## src/rtl/fifo_pkg.sv

```systemverilog
// fifo_pkg: pointer helpers shared by the write-side and read-side FIFO controllers.
// Gray/binary conversions work on a 32-bit container. Callers zero-extend
// their pointer into it and cast the result back to the pointer width.
package fifo_pkg;

   localparam int PTR_MAX_W = 32;

   // Ceiling log2. clog2(7) = 3 and clog2(8) = 3.
   function automatic int clog2(input int n);
      int r;
      r = 0;
      while ((1 << r) < n) r++;
      return r;
   endfunction

   function automatic logic [PTR_MAX_W-1:0] bin2gray(input logic [PTR_MAX_W-1:0] b);
      return b ^ (b >> 1);
   endfunction

   function automatic logic [PTR_MAX_W-1:0] gray2bin(input logic [PTR_MAX_W-1:0] g);
      logic [PTR_MAX_W-1:0] b;
      b[PTR_MAX_W-1] = g[PTR_MAX_W-1];
      for (int i = PTR_MAX_W-2; i >= 0; i--) b[i] = b[i+1] ^ g[i];
      return b;
   endfunction

endpackage

```

## src/rtl/sync_2ff.sv

```systemverilog
// sync_2ff: two-flop synchronizer for a multi-bit Gray-coded bus.
// The source changes at most one bit per update, so the bus stays coherent.
module sync_2ff #(
   parameter int WIDTH = 1
) (
   input  logic             i_clk,
   input  logic             i_rst_n,
   input  logic [WIDTH-1:0] i_d,
   output logic [WIDTH-1:0] o_q
);

   logic [WIDTH-1:0] meta_p0;

   // Metastability stage, then the stable output stage. Both clear asynchronously.
   always_ff @(posedge i_clk or negedge i_rst_n) begin
      if (!i_rst_n) begin
         meta_p0 <= '0;
         o_q     <= '0;
      end else begin
         meta_p0 <= i_d;
         o_q     <= meta_p0;
      end
   end

endmodule

```

## src/rtl/fifo_wr_ctrl.sv

```systemverilog
// fifo_wr_ctrl: write-side controller of an asynchronous FIFO.
// It keeps the binary write pointer and publishes it to the read domain in Gray code.
// It also synchronizes the read pointer, and derives full, level and overflow from it.
// Optional feature: define FIFO_WR_CTRL_AFULL_EN to add the o_almost_full output.
module fifo_wr_ctrl
   import fifo_pkg::*;
#(
   parameter  int DATA_WIDTH  = 8,
   parameter  int DATA_DEPTH  = 64,
   parameter  int AFULL_LEVEL = DATA_DEPTH - 4,
   localparam int AW          = clog2(DATA_DEPTH - 1)
) (
   input  logic                  i_wrclk,
   input  logic                  i_wrst_n,
   input  logic                  i_wr_req,
   input  logic [DATA_WIDTH-1:0] i_wr_data,
   input  logic [AW:0]           i_rd_gray,
   output logic                  o_wren,
   output logic [AW-1:0]         o_waddr,
   output logic [DATA_WIDTH-1:0] o_wdata,
   output logic [AW:0]           o_wr_gray,
   output logic                  o_full,
   output logic [AW:0]           o_wr_level,
   output logic                  o_overflow
`ifdef FIFO_WR_CTRL_AFULL_EN
   ,
   output logic                  o_almost_full
`endif
);

   localparam int PW = AW + 1;

   logic [AW:0] wbin;
   logic [AW:0] wbin_next;
   logic [AW:0] wgray_next;
   logic [AW:0] rgray_s;
   logic [AW:0] rbin_s;
   logic [AW:0] level_next;
   logic        full_next;

   // The read pointer crosses into i_wrclk here.
   sync_2ff #(.WIDTH(PW)) u_rd_sync (
      .i_clk   (i_wrclk),
      .i_rst_n (i_wrst_n),
      .i_d     (i_rd_gray),
      .o_q     (rgray_s)
   );

   // RAM port: the write lands on the same edge that advances wbin.
   // Reset gates the enable immediately, without waiting for a clock edge.
   assign o_wren  = i_wr_req & ~o_full & i_wrst_n;
   assign o_waddr = wbin[AW-1:0];
   assign o_wdata = i_wr_data;

   // Next pointer and the flags derived from it.
   // Full means the write pointer is exactly one lap (DATA_DEPTH) ahead of the read pointer.
   // In Gray code, that is the read pointer with its top two bits inverted.
   always_comb begin
      wbin_next  = wbin + {{AW{1'b0}}, o_wren};
      wgray_next = PW'(bin2gray(PTR_MAX_W'(wbin_next)));
      rbin_s     = PW'(gray2bin(PTR_MAX_W'(rgray_s)));
      level_next = wbin_next - rbin_s;
      full_next  = (wgray_next == {~rgray_s[AW:AW-1], rgray_s[AW-2:0]});
   end

   // Pointer and status registers. A request made while full is dropped and flagged.
   always_ff @(posedge i_wrclk or negedge i_wrst_n) begin
      if (!i_wrst_n) begin
         wbin       <= '0;
         o_wr_gray  <= '0;
         o_full     <= 1'b0;
         o_wr_level <= '0;
         o_overflow <= 1'b0;
      end else begin
         wbin       <= wbin_next;
         o_wr_gray  <= wgray_next;
         o_full     <= full_next;
         o_wr_level <= level_next;
         o_overflow <= i_wr_req & o_full;
      end
   end

`ifdef FIFO_WR_CTRL_AFULL_EN
   // Almost-full is registered from the same next level, so it moves together with o_wr_level.
   always_ff @(posedge i_wrclk or negedge i_wrst_n) begin
      if (!i_wrst_n) o_almost_full <= 1'b0;
      else           o_almost_full <= (int'(level_next) >= AFULL_LEVEL);
   end
`endif

endmodule

```

## config.mk

```make
export PLATFORM = sky130hd
export DESIGN_NAME = fifo_wr_ctrl
export DESIGN_NICKNAME = d
export VERILOG_FILES = /design/src/rtl/fifo_pkg.sv /design/src/rtl/sync_2ff.sv /design/src/rtl/fifo_wr_ctrl.sv
export SDC_FILE = /design/constraint.sdc
export NUM_CORES = 1
export LEC_CHECK = 0
export CAP_MARGIN = 5
export CORE_ASPECT_RATIO = 2
export CORE_UTILIZATION = 50
export DETAILED_ROUTE_END_ITERATION = 7
export DONT_BUFFER_PORTS = 1
export PLACE_DENSITY = 0.62
export SYNTH_ARGS = -nofsm -noshare
export SYNTH_HDL_FRONTEND = slang
export SYNTH_SLANG_ARGS = --single-unit
```

## constraint.sdc

```tcl
create_clock -name i_wrclk -period 6.29 [get_ports i_wrclk]
set_input_delay 0.629 -clock i_wrclk [delete_from_list [all_inputs] [get_ports i_wrclk]]
set_output_delay 0.629 -clock i_wrclk [all_outputs]
set_load 0.02 [all_outputs]
```

# Word level (Yosys, flattened, before mapping)
# Index checks and enable logic that the tools add are counted.
[op_classes]
add_sub_neg = 2
eq_ne = 1
n_bitwise = 12
[ops]
columns = ["cell", "n"]
rows = [
  ["adder 7 x 1 -> 7 bit", 1],
  ["equality test 7 bit", 1],
  ["subtractor 7 bit", 1],
  ["bitwise XOR 7 x 6 -> 7 bit", 1],
  ["bitwise XOR 1 bit", 6],
  ["bitwise AND 1 bit", 3],
  ["NOT 2 bit", 1],
  ["NOT 1 bit", 1],
]
[word_totals]
regBits = 37
input_bits = 18
output_inout_bits = 31
word_cells = 22

# Logic depth before layout (Yosys ltp)
[logic_depth]
word_depth = 7
depth_mapped = 13
depth_no_buf = 12

# Modules after synthesis
# Synthesis repeated with hierarchy kept, for this count alone.
[hier_totals]
hier_cells = 123
hier_area_um2 = 1674.1
[modules_own_cells]
columns = ["mod", "instances", "cells_each", "area_per_inst_um2", "seq_area_each_um2"]
rows = [
  ["fifo_wr_ctrl", 1, 109, 1323.8, 550.5],
  ["sync_2ff", 1, 14, 350.3, 350.3],
]

# Worst setup path after synthesis
# OpenSTA, ideal clock, no wires.
[synth_path]
path_kind = "input-to-reg"
from = "in i_wrst_n"
to = "reg o_wr_level[6]"
setup_ps = 129
arrival_ps = 2932
t_required_ps = 6161
path_slack_ps = 3228
stages = 12
n_path_buf = 1
path_cell_list = "nand2_1 > nor2_1 > ha_1 > ha_1 > buf_2 > nand3_1 > xor2_1 > inv_1 > ha_1 > or4_1 > o211ai_2 > a211oi_2"
[synth_via]
elab_chain_len = 3
[synth_rtl]
columns = ["item", "line", "rtl"]
rows = [
  ["start, declared", "fifo_wr_ctrl.sv:14", "input logic i_wrst_n,"],
  ["bitwise AND 1 bit", "fifo_wr_ctrl.sv:51", "assign o_wren = i_wr_req & ~o_full & i_wrst_n;"],
  ["via o_wren", "fifo_wr_ctrl.sv:18", "output logic o_wren,"],
  ["adder 7 x 1 -> 7 bit", "fifo_wr_ctrl.sv:59", "wbin_next = wbin + {{AW{1'b0}}, o_wren};"],
  ["via wbin_next[4]", "fifo_wr_ctrl.sv:34", "logic [AW:0] wbin_next;"],
  ["subtractor 7 bit", "fifo_wr_ctrl.sv:62", "level_next = wbin_next - rbin_s;"],
  ["via level_next[6]", "fifo_wr_ctrl.sv:38", "logic [AW:0] level_next;"],
  ["end signal, assigned", "fifo_wr_ctrl.sv:78", "o_wr_level <= level_next;"],
  ["end, declared", "fifo_wr_ctrl.sv:23", "output logic [AW:0] o_wr_level,"],
]
# The timed path passes the listed nets, and every way through them passes these cells.

# Worst setup path in the final report
[layout_path]
from = "reg u_rd_sync.o_q[6]"
to = "reg o_wr_level[5]"
[layout_via]
elab_chain_len = 7
[layout_rtl]
columns = ["item", "line", "rtl"]
rows = [
  ["start, declared", "sync_2ff.sv:9", "output logic [WIDTH-1:0] o_q"],
  ["start signal, assigned", "sync_2ff.sv:21", "o_q <= meta_p0;"],
  ["bitwise XOR 1 bit (*)", "fifo_pkg.sv:23", "for (int i = PTR_MAX_W-2; i >= 0; i--) b[i] = b[i+1] ^ g[i];"],
  ["bitwise XOR 1 bit (5 in a row)", "fifo_pkg.sv:23", ""],
  ["subtractor 7 bit (*)", "fifo_wr_ctrl.sv:62", ""],
  ["via level_next[5]", "fifo_wr_ctrl.sv:38", ""],
]
# The timed path passes the listed nets; every way through them passes the cells marked *.

==> run metrics <==
combined flip-flop and latch cell area=901 um^2; critical path launch point=u_rd_sync.o_q[6]; die width=43.5 um; Worst-Skew Late Latency=290 ps; Die Outline Area=3690 um^2; antenna violations before repair=0; Final Worst Setup Slack=2940 ps; maximum ir drop on the vdd rail=0.300 mV; Post-DRT Antenna Nets=0; share of the synthesized area in the top cell type=52.4%; cell type of the slowest stage on the worst timing path=xnor3_2; Max Clk Rate=299 MHz; largest area contributor in the synthesized netlist=dfrtp_1; CTS tree=done; nets in the synthesized netlist=153; Final min period=3350 ps; yosys synthesis warning count=0; Worst Setup End Kind=register; synthesized instance count=127; hold_buf cts=0; height of the die=84.9 um; register-to-register path setup slack=2940 ps; maximum number of pins on one net before global-route repair=38; Pre-Repair DR Iteration Count=5; final hold viol count=0; switching part of the total power=41.4%; filler instances=268; internal portion of total power=0.560 mW; clock network power share=17.3%; clock root cell=clkbuf_8; Post-CTS Resized=0; count of input and output buffers=0; Routability Congestion=0.811; overflow left after global routing=0; antenna cells=0; number of cells in the design after placement=147; Syn-to-layout area delta=2.98%; number of sinks handled by clock tree synthesis=36; Slew @ Worst Pin=508 ps; post-CTS setup buffer count=0; total design power=0.955 mW; post-layout util=54.8%; deepest clock path buffer count=2; Post-Route Setup TNS=0 ps; most frequent cells in the layout=36 x dfrtp_1, 19 x xnor2_1, 8 x xor2_1; setup repair after global routing missed its margin=no; Core Rows=29; violations in the final reports=design-rule violations; largest cells by area after synthesis=dfrtp_1 52%, xnor2_1 9.7%, ha_1 5.1%, buf_4 4.4%, xor2_1 4.1%; reg2reg end=o_wr_level[5]; area of the multi-input gates=719 um^2; post-synthesis instance area=1720 um^2; clock skew=10.8 ps; Synth Flop Type=dfrtp_1; total number of vias=863; net load switching power=0.395 mW; run status=complete, but fails checks; count of H-tree levels built during CTS=2; share of synthesized flip-flops with an asynchronous set or reset=100%; wire length of the first global-routing pass=4.44 mm; Setup-failing EPs final=0; leak pwr=0.789 nW; max cap viols=0; initial core utilization=53.2%; post-DP HPWL=1.88 mm; Flop pwr share=44.9%; overall routing resource usage=16.6%; cells on worst reg2reg path=12; portion of total power attributed to combinational logic=37.8%; Critical Path, Cell by Cell=xnor3_2, xor2_4, xor2_2, xor2_1, xnor2_1, ha_1, inv_1, a21o_1, a21o_1, maj3_1, a21oi_1, xnor2_1; P per Cell Area=540 nW/um^2; number of enable-type register cells in the synthesized netlist=0; required time of the worst setup path=6500 ps; via count of the first global-routing pass=929; DRC violation total after the first TritonRoute iteration=5; Clk pin slew, worst setup/hold paths=70 ps; class of the tightest hold or removal check=in2async; arrival time of data at the critical path endpoint=3560 ps; critical path fanouts, max=5; max-slew headroom at the worst pin=66.0%; DRT Wirelength=2.53 mm; post-synthesis register bit count=36; largest incremental delay on the critical path=520 ps; Reg-to-Reg Start=u_rd_sync.o_q[6]; CTS buffer count=5; number of vias per cell after detailed routing=5.57; max-slew violation total from the final report=0; DRC violation count after routing=4; share of synthesized area occupied by flip-flops and latches=52.4%; sort of element at the start of the critical path=register; Setup crit end=o_wr_level[5]; standard cell core area=3230 um^2; total I/O pin count=49; period utilization=53.2%; final instance count without filler cells=155; leading cell type in the layout, fill and taps excluded=dfrtp_1; library cells used by synthesis=34; NumNets Final=149; Mapped Avg Cell Area=13.5 um^2; detailed-route wire length per cell=16.3 um; critical path class=reg2reg; fraction of layout cells with a size suffix above 1=16.9%; Placement Setup Slack=2920 ps
-- how the worst min path moves through the flow --
stage,from,endpoint,slack (ps),depth (start not counted)
finish,i_wrst_n,o_wr_level[5],30,0
global route,i_wrst_n,o_overflow,20,0
CTS,i_wrst_n,o_wr_gray[3],20,0
detailed placement,i_wrst_n,o_overflow,330,0
global placement,i_wrst_n,o_overflow,330,0
floorplan,i_wrst_n,o_full,330,0
-- layer usage --
layer  part of all wire [%]  global-route usage, %
met3                    5.7                   6.17
met5                      0                      0
met4                    3.0                   9.38
met1                     37                   18.4
met2                     54                   26.7
-- cell usage after synthesis (2+ instances only) --
master	n
a21o_1	2
xor2_4	2
nor2_1	2
xnor2_1	19
inv_1	5
nor3_1	2
xor2_1	8
buf_4	10
and2_1	2
dfrtp_1	36
ha_1	7
xor2_2	2
nand2_1	5
nand3_1	5
-- final cells by class --
type                            instances  area share (%)
Inverter                                5            1.06
Clock inverter                          2           0.565
Clock buffer                            6            4.66
Multi-Input combinational cell         75            40.6
Sequential cell                        36            50.9
Tap cell                               31            2.19
-- per-stage QoR --
| stage | hold WS [ps] | cell area [um^2] |
|---|---|---|
| after floorplan | 331 | 1720 |
| after global placement | 332 | 1680 |
| after detailed placement | 334 | 1680 |
| after CTS | 21.4 | 1770 |
| after global routing | 16.7 | 1770 |
| final | 32.2 | 1770 |
-- logic make-up after synthesis --
logic type,count (synthesis),share of synthesized area [%]
adders and majority gates,10,7.50
AOI/OAI and AO/OA,10,5.46
buffers and inverters,16,5.75
and+or+nand+nor,21,6.70
DFF,36,52.4
xor gates and xnor gates,33,21.5
muxes,1,0.655
-- power by group through the flow --
stage | clock network (mW) | logic, mW | registers, mW
2_1_floorplan | 0 | 0.336 | 0.409
3_3_place_gp | 0 | 0.354 | 0.432
3_5_place_dp | 0 | 0.363 | 0.434
4_1_cts | 0.171 | 0.366 | 0.430
5_1_grt | 0.179 | 0.407 | 0.438
6_report | 0.165 | 0.361 | 0.429
-- state kept, by name, summed over array words and instances, names as in the netlist --
name / count
o_full: 1
o_overflow: 1
o_wr_gray: 7
o_wr_level: 7
u_rd_sync.meta_p0: 7
u_rd_sync.o_q: 7
wbin: 6
-- worst max-delay path: cells and delay by family (launching register included) --
family                   cells  cell delay, ps
XOR/XNOR                     6            1720
AO/OA/AOI/OAI                3             570
adder cells (fa/ha/maj)      2             550
flip-flops                   1             400
buffers and inverters        1              60
Power figures use the tool's default switching activity.
